### src/rtl/fetch_queue_if.sv
// fetch_queue_if: handshake bundle between the fetch stage, the fetch queue
// and the decode stage. The queue connects through the slave modport; the
// fetch/decode side (or a bench standing in for it) uses the master modport.
interface fetch_queue_if #(
  parameter int DATA_W = 32,
  parameter int CNT_W  = 3
);
  logic              in_valid;
  logic [DATA_W-1:0] in_instr;
  logic [DATA_W-1:0] in_pc;
  logic              in_ready;
  logic              out_valid;
  logic [DATA_W-1:0] out_instr;
  logic [DATA_W-1:0] out_pc;
  logic              out_ready;
  logic              flush;
  logic [CNT_W-1:0]  count;

  modport master (
    output in_valid, in_instr, in_pc, out_ready, flush,
    input  in_ready, out_valid, out_instr, out_pc, count
  );

  modport slave (
    input  in_valid, in_instr, in_pc, out_ready, flush,
    output in_ready, out_valid, out_instr, out_pc, count
  );
endinterface

### src/rtl/fetch_queue.sv
// fetch_queue: circular instruction/PC buffer between fetch and decode.
// Valid/ready on both sides, single-cycle flush for taken branches, and an
// asynchronous active-low reset on rst.
// Optional feature: define FETCH_QUEUE_BYPASS_EN to forward a word straight
// from in_* to out_* when the queue is empty (zero-cycle latency).
module fetch_queue #(
  parameter int DEPTH  = 4,
  parameter int CNT_W  = $clog2(DEPTH) + 1,
  parameter int DATA_W = 32
) (
  input  logic         clk,
  input  logic         rst,
  fetch_queue_if.slave bus
);
  localparam int PTR_W = $clog2(DEPTH);

  logic [DATA_W-1:0] instr_mem [DEPTH];
  logic [DATA_W-1:0] pc_mem    [DEPTH];

  logic [PTR_W-1:0] wp_reg;
  logic [PTR_W-1:0] rp_reg;
  logic [CNT_W-1:0] count_reg;

  logic full;
  logic empty;
  logic push;
  logic pop;

  assign full  = (count_reg == CNT_W'(DEPTH));
  assign empty = (count_reg == '0);

  // in_ready looks only at occupancy, never at out_ready, so a full queue
  // stays not-ready even when decode pops in the same cycle.
  assign bus.in_ready = ~full;
  assign bus.count    = count_reg;

`ifdef FETCH_QUEUE_BYPASS_EN
  logic bypass;
  logic bypass_take;

  // An empty queue presents the incoming word directly; if decode takes it
  // this cycle it is never written into storage.
  assign bypass        = empty & bus.in_valid & ~bus.flush;
  assign bypass_take   = bypass & bus.out_ready;
  assign bus.out_valid = (~empty | bus.in_valid) & ~bus.flush;
  assign bus.out_instr = bypass ? bus.in_instr : instr_mem[rp_reg];
  assign bus.out_pc    = bypass ? bus.in_pc    : pc_mem[rp_reg];
  assign push          = bus.in_valid & ~full & ~bus.flush & ~bypass_take;
  // A bypassed word is not in storage, so the read pointer must not move.
  assign pop           = ~empty & ~bus.flush & bus.out_ready;
`else
  assign bus.out_valid = ~empty & ~bus.flush;
  assign bus.out_instr = instr_mem[rp_reg];
  assign bus.out_pc    = pc_mem[rp_reg];
  assign push          = bus.in_valid & ~full & ~bus.flush;
  assign pop           = bus.out_valid & bus.out_ready;
`endif

  // Storage write; contents are never reset or cleared by flush.
  always_ff @(posedge clk) begin
    if (push) begin
      instr_mem[wp_reg] <= bus.in_instr;
      pc_mem[wp_reg]    <= bus.in_pc;
    end
  end

  // Pointer and occupancy update; flush overrides any push/pop that cycle.
  always_ff @(posedge clk or negedge rst) begin
    if (!rst) begin
      wp_reg    <= '0;
      rp_reg    <= '0;
      count_reg <= '0;
    end else if (bus.flush) begin
      wp_reg    <= '0;
      rp_reg    <= '0;
      count_reg <= '0;
    end else begin
      if (push) begin
        wp_reg <= wp_reg + PTR_W'(1);
      end
      if (pop) begin
        rp_reg <= rp_reg + PTR_W'(1);
      end
      case ({push, pop})
        2'b10:   count_reg <= count_reg + CNT_W'(1);
        2'b01:   count_reg <= count_reg - CNT_W'(1);
        default: count_reg <= count_reg;
      endcase
    end
  end
endmodule

### src/flat_wrapper.sv
// flat-port wrapper written by rule: the top's interface ports become plain ports
module fetch_queue_flat 
#(
  parameter int DEPTH  = 4,
  parameter int CNT_W  = $clog2(DEPTH) + 1,
  parameter int DATA_W = 32
)
  (clk, rst, bus_in_valid, bus_in_instr, bus_in_pc, bus_out_ready, bus_flush, bus_in_ready, bus_out_valid, bus_out_instr, bus_out_pc, bus_count);
  fetch_queue_if #(.DATA_W(DATA_W), .CNT_W(CNT_W)) bus_i ();
  input  logic clk;
  input  logic rst;
  input wire logic [$bits(bus_i.in_valid)-1:0] bus_in_valid;
  input wire logic [$bits(bus_i.in_instr)-1:0] bus_in_instr;
  input wire logic [$bits(bus_i.in_pc)-1:0] bus_in_pc;
  input wire logic [$bits(bus_i.out_ready)-1:0] bus_out_ready;
  input wire logic [$bits(bus_i.flush)-1:0] bus_flush;
  output wire logic [$bits(bus_i.in_ready)-1:0] bus_in_ready;
  output wire logic [$bits(bus_i.out_valid)-1:0] bus_out_valid;
  output wire logic [$bits(bus_i.out_instr)-1:0] bus_out_instr;
  output wire logic [$bits(bus_i.out_pc)-1:0] bus_out_pc;
  output wire logic [$bits(bus_i.count)-1:0] bus_count;
  assign bus_i.in_valid = bus_in_valid;
  assign bus_i.in_instr = bus_in_instr;
  assign bus_i.in_pc = bus_in_pc;
  assign bus_i.out_ready = bus_out_ready;
  assign bus_i.flush = bus_flush;
  assign bus_in_ready = bus_i.in_ready;
  assign bus_out_valid = bus_i.out_valid;
  assign bus_out_instr = bus_i.out_instr;
  assign bus_out_pc = bus_i.out_pc;
  assign bus_count = bus_i.count;
  fetch_queue #(.DEPTH(DEPTH), .CNT_W(CNT_W), .DATA_W(DATA_W)) u_core (.clk(clk), .rst(rst), .bus(bus_i));
endmodule
### config.mk
export PLATFORM = sky130hd
export DESIGN_NAME = fetch_queue_flat
export DESIGN_NICKNAME = d
export VERILOG_FILES = /design/src/rtl/fetch_queue_if.sv /design/src/rtl/fetch_queue.sv /design/src/flat_wrapper.sv
export SDC_FILE = /design/constraint.sdc
export NUM_CORES = 1
export LEC_CHECK = 0
export CORE_MARGIN = 1
export CORE_UTILIZATION = 27
export DETAILED_ROUTE_END_ITERATION = 6
export GPL_ROUTABILITY_DRIVEN = 0
export PLACE_DENSITY_LB_ADDON = 0.05
export SLEW_MARGIN = 10
export SYNTH_ARGS = -nofsm -noshare
export SYNTH_HDL_FRONTEND = slang
export SYNTH_SLANG_ARGS = --single-unit
### constraint.sdc
create_clock -name clk -period 2.6 [get_ports clk]
set_input_delay 0.65 -clock clk [delete_from_list [all_inputs] [get_ports clk]]
set_output_delay 0.65 -clock clk [all_outputs]
set_load 0.1 [all_outputs]
# Word-level counts from Yosys, hierarchy flattened
# Memory sizes are Yosys's and may differ from the RTL's.
# Cells that the tools add are included.
word_totals:
  n_memories: 2
  ram_bits: 256
  reg_bits: 7
  input_bits: 69
  output_inout_bits: 69
memory_table:
  columns: ["memory", "words", "width", "rd", "rd_ports_with_merged_regs", "wr", "line", "text"]
  rows:
  - ["u_core.instr_mem", 4, 32, 1, 0, 1, "fetch_queue.sv:17", "logic [DATA_W-1:0] instr_mem [DEPTH];"]
  - ["u_core.pc_mem", 4, 32, 1, 0, 1, "fetch_queue.sv:18", "logic [DATA_W-1:0] pc_mem [DEPTH];"]
classes:
  add_sub_neg: 4
  reduce_logical: 4
  n_eq_ne: 3
  muxes: 8
  bitwise: 7
ops:
  columns: ["cell", "count"]
  rows:
  - ["$mux W2", 4]
  - ["$pmux W3 S2", 1]
  - ["$add A2 B1 Y2 const B", 2]
  - ["$and A1 B1 Y1", 4]
  - ["$reduce_bool A2 Y1", 2]
  - ["$add A3 B1 Y3 const B", 1]
  - ["$eq A3 B3 Y1 const B", 1]
  - ["$logic_not A3 Y1", 1]
  - ["$mux W3", 1]
  - ["$not A1 Y1", 3]
  - ["$reduce_bool A3 Y1", 1]
  - ["$sub A3 B1 Y3 const B", 1]
  - ["$eq A2 B1 Y1 const B", 1]
  - ["$eq A2 B2 Y1 const B", 1]
  - ["$mux W1", 2]

# Depth between registers and ports, before layout
depth:
  ltp_word: 7
  depth_mapped: 7

# Worst setup path after synthesis
# Ideal clock, no wire load.
synth_path:
  kind: "register -> register"
  startpoint: "register u_core.count_reg[1] (netlist: u_core.bus.count[1])"
  endpoint: "memory u_core.instr_mem[0][0] (enable)"
  t_required_ns: 2.171
  stages_incl_launch_ff: 5
  setup_slack_ns: -1.464
  t_arrival_ns: 3.635
  path_buffers: 1
  synth_period_minus_slack_ns: 4.064
  setup_ns: 0.429
  cell_sequence: "dfrtp_1 buf_6 nor3b_1 inv_1 and3_1"
synth_via:
  elab_chain_cells: 6
synth_rtl:
  columns: ["element", "line", "text"]
  rows:
  - ["start: declaration", "fetch_queue.sv:22", "logic [CNT_W-1:0] count_reg;"]
  - ["start signal: assignment", "fetch_queue.sv:85", "2'b10: count_reg <= count_reg + CNT_W'(1);"]
  - ["start signal: assignment", "fetch_queue.sv:86", "2'b01: count_reg <= count_reg - CNT_W'(1);"]
  - ["start signal: assignment", "fetch_queue.sv:87", "default: count_reg <= count_reg;"]
  - ["$eq A3 B3 Y1", "fetch_queue.sv:29", "assign full = (count_reg == CNT_W'(DEPTH));"]
  - ["$not A1 Y1", null, null]
  - ["net bus_in_ready", "flat_wrapper.sv:17", "output wire logic [$bits(bus_i.in_ready)-1:0] bus_in_ready;"]
  - ["$and A1 B1 Y1 (2 in a row)", "fetch_queue.sv:55", "assign push = bus.in_valid & ~full & ~bus.flush;"]
  - ["$mux W1", "fetch_queue.sv:61", "if (push) begin"]
  - ["$mux W1 (implied by the code)", "fetch_queue.sv:62", "instr_mem[wp_reg] <= bus.in_instr;"]
  - ["end: declaration", "fetch_queue.sv:17", null]
# The timed path passes the listed nets, and every way through them passes these cells.

# Worst setup path in the final report
layout_path:
  startpoint: "register u_core.rp_reg[0]"
  endpoint: "output port bus_out_instr[15]"
layout_via:
  elab_chain_cells: 1
layout_rtl:
  columns: ["element", "line", "text"]
  rows:
  - ["start: declaration", "fetch_queue.sv:21", "logic [PTR_W-1:0] rp_reg;"]
  - ["start signal: assignment", "fetch_queue.sv:82", "rp_reg <= rp_reg + PTR_W'(1);"]
  - ["$mem_v2 Z4 W32", null, null]
  - ["end: declaration", "flat_wrapper.sv:19", "output wire logic [$bits(bus_i.out_instr)-1:0] bus_out_instr;"]
# No other way between the ends.

==> out/qor.txt <==
================================================================================
Die width                                                               192.6 um
Share of flip-flops with an asynchronous set or reset                     2.662%
Tot GR Track Use                                                          12.42%
Element type at the critical path start                                 register
Endpoint required time on the critical path                              1.95 ns
Via Count                                                                   4771
Synthesis-to-finish area growth                                           41.22%
Most frequent cells in the layout                                   edfxtp_1, buf_12, clkdlybuf4s50_1, mux4_2, clkbuf_16
# setup viols final                                                           64
Filler cells                                                                3191
Starting density of the core                                              27.51%
Prevailing post-synth register cell                                     edfxtp_1
Maximum buffer depth of the clock tree                                         3
Post-CTS Hold Buffers                                                          0
Setup_tns                                                              -7.124 ns
Final wirelength                                                        22530 um
Number of buffers added by the clock tree synthesis step                      29
Crit path largest cell delay                                             0.48 ns
Vertical die dimension                                                  192.6 um
Slack of the worst reg-to-reg path                                       0.38 ns
Count of maximum capacitance violations                                        0
Total count of max-transition violations in the final report                   0
DPL Wire Length                                                         13130 um
Number of antenna-violating nets in the routed design                          0
Worst reg2reg path startpoint                                       u_core.bus.count[0]
Yosys warns                                                                    0
Number of antenna violations at the first check in global routing              0
Count of buffers inserted at the top-level ports                             137
Clock transition at the registers of the reported paths                  0.06 ns
Number of iterations in the first detailed-routing pass                        6
Synthesized flop and latch total                                             263
Total power per unit cell area                                      973.0 nW/um^2
Peak clock frequency supported by timing                               363.4 MHz
Share of the cycle needed by the critical path after routing              105.8%
Congestion Overflow GR                                                         0
Period minus WS final                                                   2.752 ns
First-pass GRT wire length                                              33440 um
Max Fanout on Critical Path                                                    8
Clock tree from TritonCTS                                                   done
Status                                                              complete, but fails checks
Leak                                                                    4.521 nW
Clock tree sinks                                                             263
Fin util                                                                  38.85%
Root buffer selected by CTS                                            clkbuf_16
Row Count                                                                     69
Mean instance size in the synthesized netlist                        24.52 sq um
Transition at the pin with the smallest max-transition slack           0.3702 ns
Slowest library cell on the worst path                                   dfrtp_4
Dominant cell type by count on the critical path                          buf_12
Vias per inst                                                              4.455
RSZ-0062 raised after global routing                                        true
Core Box Area                                                        35660 sq um
Clock latency on the worst-skew pair                                     0.53 ns
IO Pins                                                                      138
Class of the most critical setup path                               register to output port
Worst clock skew                                                     0.007695 ns
Area of the die                                                      37090 sq um
Area used by sequential logic in the layout                           7876 sq um
Leading cell type in the layout, fill and taps excluded                 edfxtp_1
Pin count of the biggest net entering global routing                          26
Top cell family by delay on the critical path                       buffers and inverters
Crit end category                                                    output port
Peak supply drop                                                       0.4379 mV
DRC violation total after the first TritonRoute iteration                    260
Number of failing hold endpoints at the final stage                            0
Share of post-route cells with drive strength above 1                     37.87%
Number of remaining DRC errors                                                16
Area of the multi-input gates                                         1823 sq um
Number of enable-type register cells in the synthesized netlist              256
Reg-to-reg endpoint                                                 u_core.bus.count[2]
Nets                                                                         662
Mean routed wirelength per cell                                         21.03 um
Post-synthesis cell area                                              9808 sq um
Post-synth net total                                                         474
Antenna fix cells                                                              0
Class of the tightest hold or removal check                         input pin to asynchronous set/reset pin
Via count of the first global-routing pass                                  5329
Violations in the final reports                                     DRC, setup timing
Proportion of synthesized chip area in sequential cells                   80.16%
Signal arrival time at the worst endpoint                                2.10 ns
Cells on worst reg2reg path                                                    5
Critical Path, Cell by Cell                                         buf_12 > buf_12 > buf_16 > mux4_2 > buf_12
Buffers & Inverters on Critical Path                                           4
Unique cell type count in the Yosys netlist                                   35
Worst path setup slack after routing                                  -0.1517 ns
CTS H-Tree Depth                                                               1
Worst max-slew margin expressed relative to the limit                     74.68%
Worst slack on hold paths                                              0.3964 ns
Gate Count Post-Synth                                                        400
================================================================================
## logic make-up (layout without fill, tap and decap cells)
family | Yosys count | count (layout) | synth area share [%]
AO/OA/AOI/OAI | 17 | 17 | 1.289
XOR/XNOR | 3 | 3 | 0.2679
adder cells (fa/ha/maj) | 5 | 5 | 0.7144
buffers and inverters | 25 | 235 | 1.595
flip-flops | 263 | 263 | 80.16
multiplexers | 65 | 65 | 14.81
AND/OR/NAND/NOR | 22 | 22 | 1.161
## timing repair
| item | CTS | global route |
|---|---|---|
| setup endpoints to repair | 65 | 65 |
| resized for setup | 7 | 1 |
| setup buffers | 9 | 0 |
| cloned | 5 | 0 |
## area by class of cell
class	instances	area share (%)
Sequential cell	263	56.87
Timing Repair Buffer	177	19.24
Multi-Input combinational cell	112	13.16
Clock buffer	34	5.375
Inverter	5	0.1626
Clock inverter	19	1.030
Tap cell	461	4.164
## power by group
part	internal, mW	switching (mW)	total (mW)
sequential	4.82	0.0859	4.91
combinational	1.86	2.90	4.76
clock	2.23	1.58	3.81
## per-layer routing
| layer | global-route usage (%) | part of all wire, % |
|---|---|---|
| met1 | 16.84 | 44 |
| met2 | 20.76 | 50 |
| met3 | 2.164 | 5.0 |
| met4 | 2.786 | 1.2 |
| met5 | 0 | 0 |
## Yosys cell counts (2+ instances only)
cell type / instances / area [sq um]
a21oi_1: 4 / 20.02
and3_1: 4 / 25.02
buf_2: 11 / 55.05
buf_6: 6 / 67.56
clkbuf_1: 2 / 7.510
dfrtp_1: 7 / 175.2
edfxtp_1: 256 / 7687
ha_1: 4 / 50.05
inv_1: 5 / 18.77
mux4_2: 64 / 1441
nand2_1: 3 / 11.26
nand2b_1: 2 / 12.51
nand3_1: 3 / 15.01
nor2_1: 5 / 18.77
nor3_1: 2 / 10.01
o21ai_0: 2 / 10.01
xor2_1: 2 / 17.52
## stage by stage
step           std cells  cell area (sq um)  setup WS [ns]  power (mW)
3_3_place_gp        1004              12700        0.01169       9.487
5_1_grt             1071              13850        -0.2176       13.95
3_5_place_dp        1004              12700       -0.03155       9.512
6_report            1071              13850        -0.1517       13.48
2_1_floorplan        400               9846        0.08736       7.857
4_1_cts             1071              13840        -0.2036       13.68
## how the worst max path moves through the flow
stage | from | end | slack [ns] | depth (start not counted)
CTS | u_core.rp_reg[0] | bus_out_pc[31] | -0.20 | 5
finish | u_core.rp_reg[0] | bus_out_instr[15] | -0.15 | 5
detailed placement | bus_out_ready | u_core.bus.count[1] | -0.03 | 7
global route | u_core.rp_reg[0] | bus_out_instr[15] | -0.22 | 5
floorplan | u_core.bus.count[2] | u_core.instr_mem[0][0] | 0.09 | 4
global placement | bus_out_ready | u_core.bus.count[1] | 0.01 | 7
No activity file was read; power rests on OpenSTA's default activity.
